## src/rtl/vedic_pkg.sv

```systemverilog
// Shared widths and record types for the shared vedic multiplier scheduler.
// Tags are sized for the largest supported requester count (8).
package vedic_pkg;

  localparam int OP_W     = 8;
  localparam int PROD_W   = 16;
  localparam int MAX_ID_W = 3;

  typedef struct packed {
    logic [OP_W-1:0]     a;
    logic [OP_W-1:0]     b;
    logic [MAX_ID_W-1:0] id;
  } mul_req_t;

  typedef struct packed {
    logic [PROD_W-1:0]   prod;
    logic [MAX_ID_W-1:0] id;
  } mul_rsp_t;

endpackage

```

## src/rtl/mul_rr_arbiter.sv

```systemverilog
// Combinational round-robin arbiter: the search starts at ptr and wraps.
// idx/any_grant report the winner regardless of enable; grant is gated by it.
module mul_rr_arbiter #(
  parameter int NUM_REQ = 4,
  parameter int ID_W    = 2
) (
  input  logic [NUM_REQ-1:0] req,
  input  logic [ID_W-1:0]    ptr,
  input  logic               enable,
  output logic [NUM_REQ-1:0] grant,
  output logic [ID_W-1:0]    idx,
  output logic               any_grant
);

  int          j;
  logic [ID_W-1:0] jj;

  always_comb begin
    grant     = '0;
    idx       = '0;
    any_grant = 1'b0;
    j         = 0;
    jj        = '0;
    for (int k = 0; k < NUM_REQ; k++) begin
      j  = (int'(ptr) + k) % NUM_REQ;
      jj = ID_W'(j);
      if (!any_grant && req[jj]) begin
        any_grant = 1'b1;
        idx       = jj;
      end
    end
    if (any_grant && enable) grant[idx] = 1'b1;
  end

endmodule

```

## src/rtl/vedic8.sv

```systemverilog
// Purely combinational 8x8 unsigned multiplier built from Urdhva-Tiryagbhyam
// 2x2 cells, composed recursively into 4x4 and then 8x8.
module vedic8 (
  input  logic [7:0]  a,
  input  logic [7:0]  b,
  output logic [15:0] p
);

  function automatic logic [3:0] v2(input logic [1:0] x, input logic [1:0] y);
    logic [1:0] t;
    logic [1:0] u;
    t = {1'b0, x[1] & y[0]} + {1'b0, x[0] & y[1]};
    u = {1'b0, x[1] & y[1]} + {1'b0, t[1]};
    return {u, t[0], x[0] & y[0]};
  endfunction

  function automatic logic [7:0] v4(input logic [3:0] x, input logic [3:0] y);
    logic [3:0] q0, q1, q2, q3;
    q0 = v2(x[1:0], y[1:0]);
    q1 = v2(x[3:2], y[1:0]);
    q2 = v2(x[1:0], y[3:2]);
    q3 = v2(x[3:2], y[3:2]);
    return {4'b0, q0} + ({4'b0, q1} << 2) + ({4'b0, q2} << 2) + {q3, 4'b0};
  endfunction

  logic [7:0] q0, q1, q2, q3;

  always_comb begin
    q0 = v4(a[3:0], b[3:0]);
    q1 = v4(a[7:4], b[3:0]);
    q2 = v4(a[3:0], b[7:4]);
    q3 = v4(a[7:4], b[7:4]);
    p  = {8'b0, q0} + ({8'b0, q1} << 4) + ({8'b0, q2} << 4) + {q3, 8'b0};
  end

endmodule

```

## src/rtl/vedic_mul_sched.sv

```systemverilog
// Shares one vedic8 multiplier among NUM_REQ requesters with round-robin
// arbitration and a two-stage (operand, product) valid/ready pipeline.
module vedic_mul_sched
  import vedic_pkg::*;
#(
  parameter int NUM_REQ = 4,
  parameter int ID_W    = 2
) (
  input  logic                      clk,
  input  logic                      rst_n,
  input  logic [NUM_REQ-1:0]        req_valid,
  output logic [NUM_REQ-1:0]        req_ready,
  input  logic [OP_W*NUM_REQ-1:0]   req_a,
  input  logic [OP_W*NUM_REQ-1:0]   req_b,
  output logic                      rsp_valid,
  input  logic                      rsp_ready,
  output logic [ID_W-1:0]           rsp_id,
  output logic [PROD_W-1:0]         rsp_prod,
  output logic                      busy
);

  logic              adv1, adv2, accept, any_grant, arb_en;
  logic              s1_valid, s2_valid;
  logic [ID_W-1:0]   ptr, g_idx;
  logic [NUM_REQ-1:0] grant;
  logic [PROD_W-1:0] mul_p;
  mul_req_t          s1, sel;
  mul_rsp_t          s2;
  logic              unused_id_bits;

  assign adv2   = !s2_valid || rsp_ready;
  assign adv1   = !s1_valid || adv2;
  // Gating with rst_n keeps every req_ready low while reset is held.
  assign arb_en = adv1 && rst_n;
  assign accept = any_grant && arb_en;

  mul_rr_arbiter #(.NUM_REQ(NUM_REQ), .ID_W(ID_W)) u_arb (
    .req       (req_valid),
    .ptr       (ptr),
    .enable    (arb_en),
    .grant     (grant),
    .idx       (g_idx),
    .any_grant (any_grant)
  );

  assign req_ready = grant;

  always_comb begin
    sel    = '0;
    sel.a  = req_a[OP_W*g_idx +: OP_W];
    sel.b  = req_b[OP_W*g_idx +: OP_W];
    sel.id = MAX_ID_W'(g_idx);
  end

  always_ff @(posedge clk or negedge rst_n) begin
    if (!rst_n) begin
      ptr <= '0;
    end else if (accept) begin
      ptr <= (int'(g_idx) == NUM_REQ - 1) ? '0 : g_idx + ID_W'(1);
    end
  end

  // Stage 1 may be refilled in the same cycle its old contents move on.
  always_ff @(posedge clk or negedge rst_n) begin
    if (!rst_n) begin
      s1_valid <= 1'b0;
      s1       <= '0;
    end else if (adv1) begin
      s1_valid <= accept;
      if (accept) s1 <= sel;
    end
  end

  vedic8 u_mul (
    .a (s1.a),
    .b (s1.b),
    .p (mul_p)
  );

  always_ff @(posedge clk or negedge rst_n) begin
    if (!rst_n) begin
      s2_valid <= 1'b0;
      s2       <= '0;
    end else if (adv2) begin
      s2_valid <= s1_valid;
      if (s1_valid) begin
        s2.prod <= mul_p;
        s2.id   <= s1.id;
      end
    end
  end

  assign rsp_valid      = s2_valid;
  assign rsp_prod       = s2.prod;
  assign rsp_id         = s2.id[ID_W-1:0];
  assign busy           = s1_valid || s2_valid;
  assign unused_id_bits = ^(s2.id >> ID_W);

endmodule
```

## config.mk

```make
export PLATFORM = sky130hd
export DESIGN_NAME = vedic_mul_sched
export DESIGN_NICKNAME = d
export VERILOG_FILES = /design/src/rtl/vedic_pkg.sv /design/src/rtl/mul_rr_arbiter.sv /design/src/rtl/vedic8.sv /design/src/rtl/vedic_mul_sched.sv
export SDC_FILE = /design/constraint.sdc
export NUM_CORES = 1
export LEC_CHECK = 0
export BUFFER_PORTS_ARGS = -buffer_cell sky130_fd_sc_hd__buf_2
export CORE_MARGIN = 2
export CORE_UTILIZATION = 50
export CTS_BUF_LIST = sky130_fd_sc_hd__clkbuf_4
export DETAILED_ROUTE_END_ITERATION = 8
export PLACE_DENSITY = 0.74
export SYNTH_ARGS = -nofsm -noshare
export SYNTH_HDL_FRONTEND = slang
export SYNTH_SLANG_ARGS = --single-unit
export TNS_END_PERCENT = 10
```

## constraint.sdc

```tcl
create_clock -name clk -period 16.4 [get_ports clk]
set_clock_uncertainty 0.05 [all_clocks]
set_input_delay 2.46 -clock clk [delete_from_list [all_inputs] [get_ports clk]]
set_output_delay 2.46 -clock clk [all_outputs]
set_load 0.01 [all_outputs]
```

# ---- Word level (Yosys, flattened, before mapping)
# Index checks and enable logic that the tools add are counted.
# W data, S select, Z words.
dict set report totals {
  register_bits 40
  wordCells 168
}
dict set report classes {
  shifts 2
  n_bitwise 64
  muxes 20
  add_sub_neg 51
  reduce_logical 16
  n_eq_ne 1
  n_lt_le_gt_ge 6
}
# op count
set ops {}
lappend ops {{$add A1 B1 Y2} 32}
lappend ops {{$and A1 B1 Y1} 64}
lappend ops {{$shiftx A32 B6 Y8} 2}
lappend ops {{$add A8 B8 Y8} 4}
lappend ops {{$add A4 B6 Y7} 4}
lappend ops {{$add A8 B6 Y8} 3}
lappend ops {{$add A14 B16 Y16} 1}
lappend ops {{$lt A2 B3 Y1 const B} 5}
lappend ops {{$add A13 B12 Y14} 1}
lappend ops {{$add A8 B12 Y13} 1}
lappend ops {{$mux W2} 5}
lappend ops {{$mux W1} 9}
lappend ops {{$add A7 B6 Y8} 1}
lappend ops {{$bmux W1 S2} 4}
lappend ops {{$logic_and A1 B1 Y1} 6}
lappend ops {{$logic_not A1 Y1} 5}
lappend ops {{$add A2 B1 Y2 const B} 2}
lappend ops {{$add A2 B2 Y2 const B} 2}
lappend ops {{$mux W4} 1}
lappend ops {{$reduce_and A2 Y1} 2}
lappend ops {{$logic_or A1 B1 Y1} 3}
lappend ops {{$demux W1 S2} 1}
lappend ops {{$eq A2 B1 Y1 const B} 1}
lappend ops {{$ge A2 B1 Y1 const B} 1}

# ---- Longest topological paths before layout
dict set report logic_depth {
  word_depth 17
  depth_mapped 21
}

# ---- Hierarchy
# A second synthesis with hierarchy kept.
dict set report unflattened {
  cells_unflattened 433
  hier_area_um2 4712.0
}
# mod area_each_um2 instances seq_area_each_um2 cells_per_inst
set modules_own_cells {}
lappend modules_own_cells {vedic8 2651.3 1 0.0 302}
lappend modules_own_cells {vedic_mul_sched 1935.6 1 1001.0 111}
lappend modules_own_cells {mul_rr_arbiter 125.1 1 0.0 20}

# ---- Least setup slack after synthesis
# Ideal clock, no wire load.
dict set report synth_path {
  kind {input-to-output}
  from {in req_valid[2]}
  to {out req_ready[0]}
  cell_stages 8
  arrival_time_ns 3.603
  path_slack_ns 10.287
  path_cell_list {inv_1 o221ai_1 a21oi_1 buf_2 buf_4 inv_1 ha_1 and2_1}
}
dict set report synth_between {
  elab_chain_len 17
  word_cells_on_any_way 29
  classes_between {order compare: 2; mux: 19; reduce/logical: 8}
}
# element line
set synth_lines {}
lappend synth_lines {{start: declaration} vedic_mul_sched.sv:11} ;# input logic [NUM_REQ-1:0] req_valid,
lappend synth_lines {{$bmux W1 S2} mul_rr_arbiter.sv:27} ;# if (!any_grant && req[jj]) begin
lappend synth_lines {{$mux W1 (not written as such)} mul_rr_arbiter.sv:27}
lappend synth_lines {{$mux W1} mul_rr_arbiter.sv:27}
lappend synth_lines {{$logic_not A1 Y1} mul_rr_arbiter.sv:27}
lappend synth_lines {{$logic_and A1 B1 Y1} mul_rr_arbiter.sv:27}
lappend synth_lines {{$mux W1} mul_rr_arbiter.sv:27}
lappend synth_lines {{$logic_not A1 Y1} mul_rr_arbiter.sv:27}
lappend synth_lines {{$logic_and A1 B1 Y1} mul_rr_arbiter.sv:27}
lappend synth_lines {{[... 2 more ...]} --}
lappend synth_lines {{$logic_and A1 B1 Y1} mul_rr_arbiter.sv:27}
lappend synth_lines {{$mux W2 (*)} mul_rr_arbiter.sv:27}
lappend synth_lines {{named net g_idx[0]} vedic_mul_sched.sv:24} ;# logic [ID_W-1:0] ptr, g_idx;
lappend synth_lines {{$lt A2 B3 Y1 (not written as such) / $ge A2 B1 Y1 (equally long branches)} mul_rr_arbiter.sv:32} ;# if (any_grant && enable) grant[idx] = 1'b1;
lappend synth_lines {{$logic_and A1 B1 Y1 (not written as such)} mul_rr_arbiter.sv:32}
lappend synth_lines {{$mux W1 (not written as such)} mul_rr_arbiter.sv:32}
lappend synth_lines {{$demux W1 S2 (*)} --}
lappend synth_lines {{$mux W4 (*)} mul_rr_arbiter.sv:32}
lappend synth_lines {{end: declaration} vedic_mul_sched.sv:12} ;# output logic [NUM_REQ-1:0] req_ready,
# Mark *: on every way through the listed nets, which the timed path passes. The rest lies on a longest branch. The select of a mux whose other input is x is not followed.

# ---- Worst setup path in the final report
dict set report layout_path {
  from {in req_valid[2]}
  to {out req_ready[0]}
}
dict set report layout_between {
  elab_chain_len 17
  word_cells_on_any_way 29
  classes_between {order compare: 2; mux: 19; reduce/logical: 8}
}
# element line
set layout_lines {}
lappend layout_lines {{$bmux W1 S2} mul_rr_arbiter.sv:27}
lappend layout_lines {{$mux W1 (not written as such)} mul_rr_arbiter.sv:27}
lappend layout_lines {{$mux W1} mul_rr_arbiter.sv:27}
lappend layout_lines {{$logic_not A1 Y1} mul_rr_arbiter.sv:27}
lappend layout_lines {{$logic_and A1 B1 Y1} mul_rr_arbiter.sv:27}
lappend layout_lines {{$mux W1} mul_rr_arbiter.sv:27}
lappend layout_lines {{$logic_not A1 Y1} mul_rr_arbiter.sv:27}
lappend layout_lines {{$logic_and A1 B1 Y1} mul_rr_arbiter.sv:27}
lappend layout_lines {{$mux W1} mul_rr_arbiter.sv:27}
lappend layout_lines {{$logic_not A1 Y1} mul_rr_arbiter.sv:27}
lappend layout_lines {{$logic_and A1 B1 Y1} mul_rr_arbiter.sv:27}
lappend layout_lines {{$mux W2} mul_rr_arbiter.sv:27}
lappend layout_lines {{$lt A2 B3 Y1 (not written as such) / $ge A2 B1 Y1 (equally long branches)} mul_rr_arbiter.sv:32}
lappend layout_lines {{$logic_and A1 B1 Y1 (not written as such)} mul_rr_arbiter.sv:32}
lappend layout_lines {{$mux W1 (not written as such)} mul_rr_arbiter.sv:32}
lappend layout_lines {{$demux W1 S2} --}
lappend layout_lines {{$mux W4 (*)} mul_rr_arbiter.sv:32}
# Every way passes the cells marked *; elsewhere a longest branch is shown, timed or not. The select of a mux whose other input is x is not followed.

==> flow_metrics.py <==
metrics = {
    "outcome": {
        "outcome": "complete, no violations",
    },
    "global_routing": {
        "grt.total_usage_pct": 21.34,
        "grt_overflow": 0,
        "grt_max_degree": 42,
        "grt_pass1_vias": 3884,
        "gr-usage-met1_pct": 28.39,
        "grt_pass1_wl_um": 17420,
        "use_met3_pct": 2.600,
        "antenna_found_initial": 0,
        "busiest_layer": "met2",
        "gr-usage-met2_pct": 37.68,
    },
    "drt": {
        "dr.pass1.iters": 7,
        "viasPerCell": 5.345,
        "vias": 3715,
        "wirelength_um": 9909,
        "ant_nets": 0,
        "drtIter0Drc": 113,
        "drc": 0,
        "wire_per_inst_um": 14.26,
    },
    "setup_path": {
        "critPathKind": "input pin to primary output",
        "crit_fanout": 36,
        "cp_data_arrival_time_ns": 4.17,
        "endpoint_kind": "primary output",
        "rrSetupSlack_ns": 10.74,
        "cp-start-kind": "input pin",
        "worstPathRequired_ns": 13.89,
    },
    "timing": {
        "setup_viol": 0,
        "fmax_ghz": 0.1497,
        "rsz0062_at_grt": "false",
        "hold_ws_ns": 0.4373,
        "finalCriticalPeriod_ns": 6.681,
        "min_period_over_period_pct": 40.74,
        "relSlewSlack_pct": 37.39,
        "worst-slew-pin-transition_ns": 0.9391,
        "fin_setup_tns_ns": 0,
        "finalMaxSlewViolations": 0,
        "finalHoldViolCount": 0,
    },
    "cells_and_area": {
        "fillers": 780,
        "fin_util_pct": 59.36,
        "multi_input_area_um2": 3283,
        "stdcell_count": 695,
        "area_delta_synth_final_pct": 14.53,
        "diodes": 0,
        "fin_nets": 756,
        "final_common_cell": "buf_2",
        "drive_above_1_share_pct": 18.57,
        "layout.area.seq_um2": 1001,
        "most-common-layout-cells": "94 x buf_2, 70 x nand2_1, 69 x ha_1, 62 x inv_1, 57 x and2_1",
    },
    "floorplan": {
        "io_pins": 95,
        "start_util_pct": 51.83,
        "die_h_um": 99.55,
        "coreArea_um2": 8806,
        "dieArea_um2": 9909,
        "rows": 34,
        "fp.dieW_um": 99.55,
    },
    "clocking": {
        "ctsLongestPathBuffers": 2,
        "cts_resized": 0,
        "cts_sinks": 40,
        "cts.root.buffer_cell": "clkbuf_4",
        "path_clk_slew_ns": 0.12,
        "cts_setup_buffers": 0,
        "numCtsBuffers": 5,
        "htree_num_levels": 2,
        "hold_buffers": 0,
        "insertion_delay_ns": 0.37,
        "cts_tree": "done",
    },
    "synthesis": {
        "synthFlopType": "dfrtp_1",
        "syn_nets": 665,
        "synthArstFlopShare_pct": 100.0,
        "netlist-cell-type-count": 34,
        "synth-seq-cells": 40,
        "synth.avg_cell_area_um2": 9.202,
        "ys_seq_area_share_pct": 21.93,
        "syn_area_um2": 4564,
        "synth_cells": 496,
        "synth_edf_count": 0,
        "yosysWarningCount": 0,
    },
    "placed_design": {
        "routabilityCongestion": 0.8372,
        "placed_cells": 688,
        "io_buffers": 94,
        "dp_hpwl_um": 8054,
    },
    "flow_run": {
        "max_cap_viol_count": 0,
    },
    "hold_path": {
        "hp-class": "register to register",
    },
    "power": {
        "p_per_area_nw_per_um2": 211.0,
        "power_mw": 1.103,
        "p_leak_nw": 2.924,
        "peakVddDrop_mv": 0.1064,
    },
}
==> worst max-delay path, stage by stage <==
cell      delay, ns
buf_2          0.12
inv_1          0.09
o221ai_1       0.18
a21oi_4        0.18
buf_4          0.46
inv_1          0.16
ha_1           0.24
and2_1         0.14
buf_2          0.13
==> Yosys cell counts, types with 5 or more instances <==
| master | count | share of area, % |
|---|---|---|
| xnor2_1 | 20 | 3.8 |
| nor2_1 | 7 | 0.58 |
| fa_1 | 29 | 13 |
| a21oi_1 | 19 | 2.1 |
| nand2_1 | 70 | 5.8 |
| buf_2 | 5 | 0.55 |
| xor2_1 | 6 | 1.2 |
| nand3_1 | 6 | 0.66 |
| and2_1 | 57 | 7.8 |
| nor2b_1 | 5 | 0.69 |
| o21ai_0 | 11 | 1.2 |
| mux2i_1 | 32 | 7.0 |
| dfrtp_1 | 40 | 22 |
| a21o_1 | 12 | 2.0 |
| o221ai_1 | 18 | 3.5 |
| inv_1 | 62 | 5.1 |
| ha_1 | 69 | 19 |
==> report_power, final <==
part | switching [mW] | leakage (nW) | internal, mW
registers | 0.0578 | 0.494 | 0.141
clock network | 0.0361 | 0.0513 | 0.0467
logic | 0.453 | 2.38 | 0.368
==> cell families (layout without fill, tap and decap cells) <==
group | after synthesis | count (layout) | share of synthesized area [%]
AOI/OAI and AO/OA | 74 | 74 | 11.43
buffers and inverters | 73 | 164 | 6.387
xor gates and xnor gates | 26 | 26 | 4.989
and+or+nand+nor | 153 | 153 | 16.61
adders and majority gates | 98 | 98 | 31.63
muxes | 32 | 32 | 7.018
DFF | 40 | 40 | 21.93
==> through the flow <==
stage	setup slack (ns)	instance area [µm²]
after floorplan	10.29	4564
after detailed placement	9.731	5130
after global placement	9.822	5130
after CTS	9.717	5228
final	9.719	5228
after global routing	9.518	5228
==> flip-flops by register name (all words and copies together) (netlist names) <==
signal / flops
s1_valid: 1
rsp_valid: 1
s1: 18
rsp_prod: 16
rsp_id: 2
ptr: 2
==> final timing paths <==
| path | startpoint | end | cells past startpoint |
|---|---|---|---|
| max in group asynchronous | rst_n | rsp_prod[2] | 1 |
| worst max register to register | s1[15] | rsp_prod[15] | 20 |
| worst min-delay path | s1[1] | rsp_id[1] | 2 |
| worst max-delay path | req_valid[2] | req_ready[0] | 9 |
| min in group asynchronous | rst_n | rsp_prod[7] | 1 |
| worst min register to register | s1[1] | rsp_id[1] | 2 |
==> layer usage <==
metal | vias to the layer above | part of all wire, %
li1 | 1835 | -
met1 | 1743 | 45
met2 | 126 | 49
met3 | 11 | 5.3
met4 | 0 | 0.86
met5 | - | 0
==> area by class of cell <==
| type | instances | share of cell area (%) |
|---|---|---|
| multi-input cells | 383 | 62.81 |
| flip-flops and latches | 40 | 19.15 |
| repair buffers | 95 | 9.143 |
| inverters | 62 | 4.452 |
| well taps | 108 | 2.585 |
| clock inverters | 2 | 1.149 |
| clock buffers | 5 | 0.7180 |
(Power assumes the default switching activity.)
